[src/rtl/hdmi_rx_pkg.sv]
// Shared definitions for the HDMI receive capture path: default widths,
// capture FSM encoding and the link-status helper.
package hdmi_rx_pkg;

  localparam int DEF_DATA_W = 8;
  localparam int DEF_CNT_W  = 12;
  localparam int DEF_FCNT_W = 16;

  typedef enum logic [1:0] {
    ST_IDLE,
    ST_WAIT_LINK,
    ST_WAIT_VSYNC,
    ST_CAPTURE
  } cap_state_e;

  // The link counts as up only when every channel is both valid and ready.
  function automatic logic link_up(input logic [2:0] vld, input logic [2:0] rdy);
    return &{vld, rdy};
  endfunction

endpackage

[src/rtl/hdmi_capture_window_if.sv]
// Pixel write port from the capture window into a downstream FIFO.
interface hdmi_capture_window_if
  import hdmi_rx_pkg::*;
#(
  parameter int DATA_W = DEF_DATA_W
);

  logic [3*DATA_W-1:0] fifo_data;
  logic                fifo_wr_en;
  logic                fifo_full;

  modport master (output fifo_data, output fifo_wr_en, input fifo_full);
  modport slave  (input fifo_data, input fifo_wr_en, output fifo_full);

endinterface

[src/rtl/hdmi_sync_edge.sv]
// Registered edge detector for a single timing strobe (vsync or de).
module hdmi_sync_edge (
  input  logic clk,
  input  logic rst_n,
  input  logic sig,
  output logic rise,
  output logic fall
);

  logic sig_q;

  // NOTE: sequential state uses non-blocking assignments so every flop samples pre-edge values.
  always_ff @(posedge clk or negedge rst_n) begin
    if (!rst_n) sig_q <= 1'b0;
    else        sig_q <= sig;
  end

  assign rise = sig & ~sig_q;
  assign fall = ~sig & sig_q;

endmodule

[src/rtl/hdmi_capture_window.sv]
// Captures a rectangular window of decoded HDMI pixels into a FIFO, one frame
// per start request or continuously, with sticky overflow/link/truncation status.
module hdmi_capture_window
  import hdmi_rx_pkg::*;
#(
  parameter int DATA_W = DEF_DATA_W,
  parameter int CNT_W  = DEF_CNT_W,
  parameter int FCNT_W = DEF_FCNT_W
) (
  input  logic                  clk,
  input  logic                  rst_n,
  input  logic                  hsync,
  input  logic                  vsync,
  input  logic                  de,
  input  logic [2:0]            chan_vld,
  input  logic [2:0]            chan_rdy,
  input  logic [DATA_W-1:0]     red,
  input  logic [DATA_W-1:0]     green,
  input  logic [DATA_W-1:0]     blue,
  input  logic                  start,
  input  logic                  continuous,
  input  logic [CNT_W-1:0]      win_x0,
  input  logic [CNT_W-1:0]      win_y0,
  input  logic [CNT_W-1:0]      win_w,
  input  logic [CNT_W-1:0]      win_h,
  hdmi_capture_window_if.master fifo,
  output logic                  busy,
  output logic                  frame_done,
  output logic                  overflow,
  output logic                  link_err,
  output logic                  trunc,
  output logic [FCNT_W-1:0]     frame_count
);

  cap_state_e       state;
  logic [CNT_W-1:0] x, y, x0_q, y0_q, w_q, h_q;
  logic [CNT_W:0]   x_end, y_end, y_next;
  logic             vs_rise, de_fall, link_ok, in_win, frame_end;
  logic             unused_vs_fall, unused_de_rise, unused_hsync;

  // Line timing is derived from de alone; hsync is accepted but not needed.
  assign unused_hsync = hsync;

  hdmi_sync_edge u_vs_edge (
    .clk  (clk),
    .rst_n(rst_n),
    .sig  (vsync),
    .rise (vs_rise),
    .fall (unused_vs_fall)
  );

  hdmi_sync_edge u_de_edge (
    .clk  (clk),
    .rst_n(rst_n),
    .sig  (de),
    .rise (unused_de_rise),
    .fall (de_fall)
  );

  // Window limits carry one extra bit so origin + size never wraps.
  assign x_end     = {1'b0, x0_q} + {1'b0, w_q};
  assign y_end     = {1'b0, y0_q} + {1'b0, h_q};
  assign y_next    = {1'b0, y} + (CNT_W + 1)'(1);
  assign link_ok   = link_up(chan_vld, chan_rdy);
  assign in_win    = de && (x >= x0_q) && ({1'b0, x} < x_end)
                        && (y >= y0_q) && ({1'b0, y} < y_end);
  assign frame_end = de_fall && (y_next == y_end);

  always_ff @(posedge clk or negedge rst_n) begin
    if (!rst_n) begin
      x <= '0;
      y <= '0;
    end else if (vs_rise) begin
      x <= '0;
      y <= '0;
    end else begin
      x <= de ? x + CNT_W'(1) : '0;
      if (de_fall) y <= y + CNT_W'(1);
    end
  end

  always_ff @(posedge clk or negedge rst_n) begin
    if (!rst_n) begin
      state           <= ST_IDLE;
      // NOTE: window registers are reset as well so a stale window can never leak into a new capture.
      x0_q            <= '0;
      y0_q            <= '0;
      w_q             <= '0;
      h_q             <= '0;
      busy            <= 1'b0;
      frame_done      <= 1'b0;
      overflow        <= 1'b0;
      link_err        <= 1'b0;
      trunc           <= 1'b0;
      frame_count     <= '0;
      fifo.fifo_wr_en <= 1'b0;
      fifo.fifo_data  <= '0;
    end else begin
      frame_done      <= 1'b0;
      fifo.fifo_wr_en <= 1'b0;
      unique case (state)
        ST_IDLE: begin
          if (start && (win_w != '0) && (win_h != '0)) begin
            x0_q     <= win_x0;
            y0_q     <= win_y0;
            w_q      <= win_w;
            h_q      <= win_h;
            overflow <= 1'b0;
            link_err <= 1'b0;
            trunc    <= 1'b0;
            busy     <= 1'b1;
            state    <= ST_WAIT_LINK;
          end
        end
        ST_WAIT_LINK: begin
          if (link_ok) state <= ST_WAIT_VSYNC;
        end
        ST_WAIT_VSYNC: begin
          if (!link_ok) begin
            link_err <= 1'b1;
            state    <= ST_WAIT_LINK;
          end else if (vs_rise) begin
            state <= ST_CAPTURE;
          end
        end
        ST_CAPTURE: begin
          if (!link_ok) begin
            link_err <= 1'b1;
            state    <= ST_WAIT_LINK;
          end else if (frame_end || vs_rise) begin
            // A vsync before the last window line means the frame was cut short;
            // in continuous mode that same vsync starts the next capture.
            trunc       <= trunc | (vs_rise && !frame_end);
            frame_done  <= 1'b1;
            frame_count <= frame_count + FCNT_W'(1);
            if (!continuous) begin
              busy  <= 1'b0;
              state <= ST_IDLE;
            end else if (frame_end) begin
              state <= ST_WAIT_VSYNC;
            end
          end else if (in_win) begin
            if (fifo.fifo_full) begin
              overflow <= 1'b1;
            end else begin
              fifo.fifo_wr_en <= 1'b1;
              fifo.fifo_data  <= {red, green, blue};
            end
          end
        end
        default: begin
          busy  <= 1'b0;
          state <= ST_IDLE;
        end
      endcase
    end
  end

endmodule
[src/flat_wrapper.sv]
// flat-port wrapper written by rule: the top's interface ports become plain ports
module hdmi_capture_window_flat import hdmi_rx_pkg::*;
#(
  parameter int DATA_W = DEF_DATA_W,
  parameter int CNT_W  = DEF_CNT_W,
  parameter int FCNT_W = DEF_FCNT_W
)
  (clk, rst_n, hsync, vsync, de, chan_vld, chan_rdy, red, green, blue, start, continuous, win_x0, win_y0, win_w, win_h, busy, frame_done, overflow, link_err, trunc, frame_count, fifo_fifo_data, fifo_fifo_wr_en, fifo_fifo_full);
  hdmi_capture_window_if #(.DATA_W(DATA_W)) fifo_i ();
  input  logic clk;
  input  logic rst_n;
  input  logic hsync;
  input  logic vsync;
  input  logic de;
  input  logic [2:0] chan_vld;
  input  logic [2:0] chan_rdy;
  input  logic [DATA_W-1:0] red;
  input  logic [DATA_W-1:0] green;
  input  logic [DATA_W-1:0] blue;
  input  logic start;
  input  logic continuous;
  input  logic [CNT_W-1:0] win_x0;
  input  logic [CNT_W-1:0] win_y0;
  input  logic [CNT_W-1:0] win_w;
  input  logic [CNT_W-1:0] win_h;
  output logic busy;
  output logic frame_done;
  output logic overflow;
  output logic link_err;
  output logic trunc;
  output logic [FCNT_W-1:0] frame_count;
  output wire logic [$bits(fifo_i.fifo_data)-1:0] fifo_fifo_data;
  output wire logic [$bits(fifo_i.fifo_wr_en)-1:0] fifo_fifo_wr_en;
  input wire logic [$bits(fifo_i.fifo_full)-1:0] fifo_fifo_full;
  assign fifo_fifo_data = fifo_i.fifo_data;
  assign fifo_fifo_wr_en = fifo_i.fifo_wr_en;
  assign fifo_i.fifo_full = fifo_fifo_full;
  hdmi_capture_window #(.DATA_W(DATA_W), .CNT_W(CNT_W), .FCNT_W(FCNT_W)) u_core (.clk(clk), .rst_n(rst_n), .hsync(hsync), .vsync(vsync), .de(de), .chan_vld(chan_vld), .chan_rdy(chan_rdy), .red(red), .green(green), .blue(blue), .start(start), .continuous(continuous), .win_x0(win_x0), .win_y0(win_y0), .win_w(win_w), .win_h(win_h), .fifo(fifo_i), .busy(busy), .frame_done(frame_done), .overflow(overflow), .link_err(link_err), .trunc(trunc), .frame_count(frame_count));
endmodule
[config.mk]
export PLATFORM = sky130hd
export DESIGN_NAME = hdmi_capture_window_flat
export DESIGN_NICKNAME = d
export VERILOG_FILES = /design/src/rtl/hdmi_rx_pkg.sv /design/src/rtl/hdmi_capture_window_if.sv /design/src/rtl/hdmi_sync_edge.sv /design/src/rtl/hdmi_capture_window.sv /design/src/flat_wrapper.sv
export SDC_FILE = /design/constraint.sdc
export NUM_CORES = 1
export LEC_CHECK = 0
export CELL_PAD_IN_SITES_DETAIL_PLACEMENT = 0
export CELL_PAD_IN_SITES_GLOBAL_PLACEMENT = 1
export CORE_ASPECT_RATIO = 1.5
export CORE_MARGIN = 2
export CORE_UTILIZATION = 42
export DETAILED_ROUTE_END_ITERATION = 7
export HOLD_SLACK_MARGIN = 0.15
export PLACE_DENSITY = 0.84
export REMOVE_ABC_BUFFERS = 1
export SLEW_MARGIN = 20
export SYNTH_ARGS = -nofsm -noshare
export SYNTH_HDL_FRONTEND = slang
export SYNTH_HIERARCHICAL = 1
export SYNTH_SLANG_ARGS = --single-unit
[constraint.sdc]
create_clock -name clk -period 5.4 [get_ports clk]
set_clock_uncertainty 0.05 [all_clocks]
set_input_delay 0.81 -clock clk [delete_from_list [all_inputs] [get_ports clk]]
set_output_delay 0.81 -clock clk [all_outputs]
set_load 0.01 [all_outputs]
==> impl_metrics.csv, run 1 <==
group,metric,value,unit
run_status,status,"finished with violations",
run_status,violations,"DRC",
synth,netlist_area,7522,um^2
finish,fillers,1558,
timing,finalSetupViolCount,0,
grt,overflow,0,
die,core_area,17420,um^2
clocking,cts_tree,"done",
routing,drt_wl_total,17790,um
power_and_ir_drop,power_switching,1148,uW
routing,maxUsedRoutingLayer,"met4",
finish,diodes,0,
power_and_ir_drop,sw_frac_of_total,32.41,%
die,die_w,113.3,um
setup_path,r2r_end,"u_core/fifo.fifo_data[7]$_DFFE_PN0P_",
clocking,htreeDepth,4,
routing,route.detailed.drc,5,
finish,final_cell_mix,"clkdlybuf4s50_1 (129), dfrtp_1 (122), ha_1 (74), mux2_2 (73), xor2_1 (48)",
finish,layout-drive-gt1-share,15.00,%
timing,maxSlewHeadroom,40.42,%
timing,max_clock_freq,216.0,MHz
setup_path,crit_start,"u_core/y0_q[0]$_DFFE_PN0P_",
finish,syn2layout_area_growth,27.94,%
setup_path,critPathMaxFanout,24,
routing,vias_per_cell,5.393,
clocking,path_clk_slew,0.06,ns
hold_path,holdPathEnd,"u_core/frame_count[15]$_DFFE_PN0P_",
power_and_ir_drop,cellPowerDensity,368.0,nW/um^2
routing,drt_iter0_markers,211,
timing,rsz0062_at_grt,"no",
die,start_util,43.18,%
finish,final_common_cell,"clkdlybuf4s50_1",
hold_path,hp-start,"u_core/frame_count[15]$_DFFE_PN0P_",
die,dieArea,19020,um^2
timing,min_period,4.631,ns
power_and_ir_drop,internal_power,2394,uW
routing,num_vias,5679,
setup_path,crit_type,"register to register",
grt,first_global_vias,5949,
routing,dr.pass1.iters,6,
clocking,root_buffer,"clkbuf_16",
place,io_buffer_count,130,
timing,final-hold-violation-count,0,
clocking,worstSkewPairLatency,0.42,ns
power_and_ir_drop,power_frac_comb,36.1,%
place,dp_hpwl,13840,um
power_and_ir_drop,power_frac_clock,32.2,%
synth,yosysWarnings,6,
setup_path,setup.worst_path.end_class,"register",
routing,final_antenna_net_count,0,
grt,grt_pass1_wl,29200,um
clocking,clock_sinks,122,
timing,fin_crit_sh,85.75,%
grt,grt_max_degree,69,
die,die-height,167.9,um
clocking,cts_setup_buffers,0,
die,row_count,59,
finish,fin_nets,989,
timing,setup_tns,0,ns
routing,post_drt_wl_per_cell,16.90,um
place,gp_congestion,0.8945,
setup_path,critPathLaunchType,"register",
setup_path,r2r-start,"u_core/y0_q[0]$_DFFE_PN0P_",
grt,antenna_found_initial,0,
timing,tightest_slew,0.8937,ns
timing,drv_slew,0,
hold_path,hold_class,"register to register",
power_and_ir_drop,vdd_ir_drop_max,0.0002422,V
setup_path,r2r_cells,15,
clocking,clk_path_buf_depth,2,
clocking,cts_resized,0,
setup_path,critical_path_required,5.65,ns
routing,met2WireLength,9750,um
job,drv_cap,0,
clocking,cts_buffers,17,
setup_path,rrSetupSlack,0.77,ns
setup_path,critical_path_arrival,4.88,ns
routing,wl_met1,7081,um
die,io_pins,132,
synth,avgSynthCellArea,10.89,um^2
synth,synthCells,691,
clocking,cts_hold_buf,0,
power_and_ir_drop,leakage,0.004539,uW
routing,wl_met3,564,um
hold_path,hold_path_depth,1,
grt,grt_use_total,19.24,%
power_and_ir_drop,total_power,3541,uW
power_and_ir_drop,seqPwrFrac,31.7,%
==> state kept, by name, indices dropped and copies added (netlist names) <==
signal / flops
u_core/overflow: 1
u_core/y: 12
u_core/u_vs_edge/sig_q: 1
u_core/fifo.fifo_data: 24
u_core/u_de_edge/sig_q: 1
u_core/frame_count: 16
u_core/trunc: 1
u_core/frame_done: 1
u_core/x0_q: 12
u_core/h_q: 12
u_core/busy: 1
u_core/state: 2
u_core/w_q: 12
u_core/link_err: 1
u_core/fifo.fifo_wr_en: 1
u_core/x: 12
u_core/y0_q: 12
==> through the flow <==
stage | hold WS, ns | cells | utilization (%) | setup slack, ns | cell area [um^2]
2_1_floorplan | 0.4171 | 672 | - | 0.2574 | 7408
3_3_place_gp | 0.4086 | 1021 | 51.83 | 0.8192 | 9030
3_5_place_dp | 0.4366 | 1021 | 51.83 | 0.7881 | 9030
4_1_cts | 0.4461 | 1053 | 55.24 | 0.7634 | 9624
5_1_grt | 0.4744 | 1053 | 55.24 | 0.3906 | 9624
6_report | 0.4433 | 1053 | 55.24 | 0.7695 | 9624
==> area by class of cell <==
type                            count  area (um^2)  area share (%)
Clock inverter                     13        141.4           1.469
Multi-Input combinational cell    509         4213           43.77
Timing Repair Buffer              136         1344           13.96
Inverter                           41        153.9           1.599
Sequential cell                   122         3053           31.72
Clock buffer                       19        452.9           4.706
Tap cell                          213        266.5           2.769
==> routing by layer <==
metal  vias up  GRT usage, %
li1       2749             -
met1      2796         21.40
met2       106         36.06
met3        28         3.636
met4         0         6.840
met5         -             0
==> critical path, stage by stage (launching register included) <==
cell and delay, ns:
dfrtp_1 0.40, ha_1 0.23, fa_1 0.43, a211oi_2 0.33
o211ai_1 0.18, a31o_2 0.26, a21oi_1 0.17, xor2_1 0.27
ha_1 0.30, a21o_1 0.16, a21oi_1 0.15, a221oi_1 0.13
or4bb_1 0.59, nor4_4 0.15, buf_4 0.34, mux2_2 0.39
==> worst max-delay path by stage <==
| stage | to | slack (ns) | depth (start not counted) |
|---|---|---|---|
| 2_1_floorplan | u_core/fifo.fifo_data[0]$_DFFE_PN0P_ | 0.26 | 14 |
| 3_3_place_gp | u_core/fifo.fifo_data[7]$_DFFE_PN0P_ | 0.82 | 16 |
| 3_5_place_dp | u_core/fifo.fifo_data[9]$_DFFE_PN0P_ | 0.79 | 15 |
| 4_1_cts | u_core/fifo.fifo_data[18]$_DFFE_PN0P_ | 0.76 | 15 |
| 5_1_grt | u_core/fifo.fifo_data[18]$_DFFE_PN0P_ | 0.39 | 15 |
| 6_report | u_core/fifo.fifo_data[7]$_DFFE_PN0P_ | 0.77 | 15 |
==> power groups by stage <==
stage	clock [uW]	sequential [uW]	combinational [uW]
2_1_floorplan	0	1100	965
3_3_place_gp	0	1140	1220
3_5_place_dp	0	1140	1270
4_1_cts	1170	1120	1280
5_1_grt	1210	1140	1420
6_report	1140	1120	1280
Power figures use the tool's default switching activity.
==> inputs of run 2 (changes only) <==
--- a/config.mk
+++ b/config.mk
@@ -14,7 +14,7 @@
 export HOLD_SLACK_MARGIN = 0.15
 export PLACE_DENSITY = 0.84
 export REMOVE_ABC_BUFFERS = 1
-export SLEW_MARGIN = 20
+export SLEW_MARGIN = 10
 export SYNTH_ARGS = -nofsm -noshare
 export SYNTH_HDL_FRONTEND = slang
 export SYNTH_HIERARCHICAL = 1
==> results of run 2 <==
Final layout, timing and power as in run 1 (identical DEF).
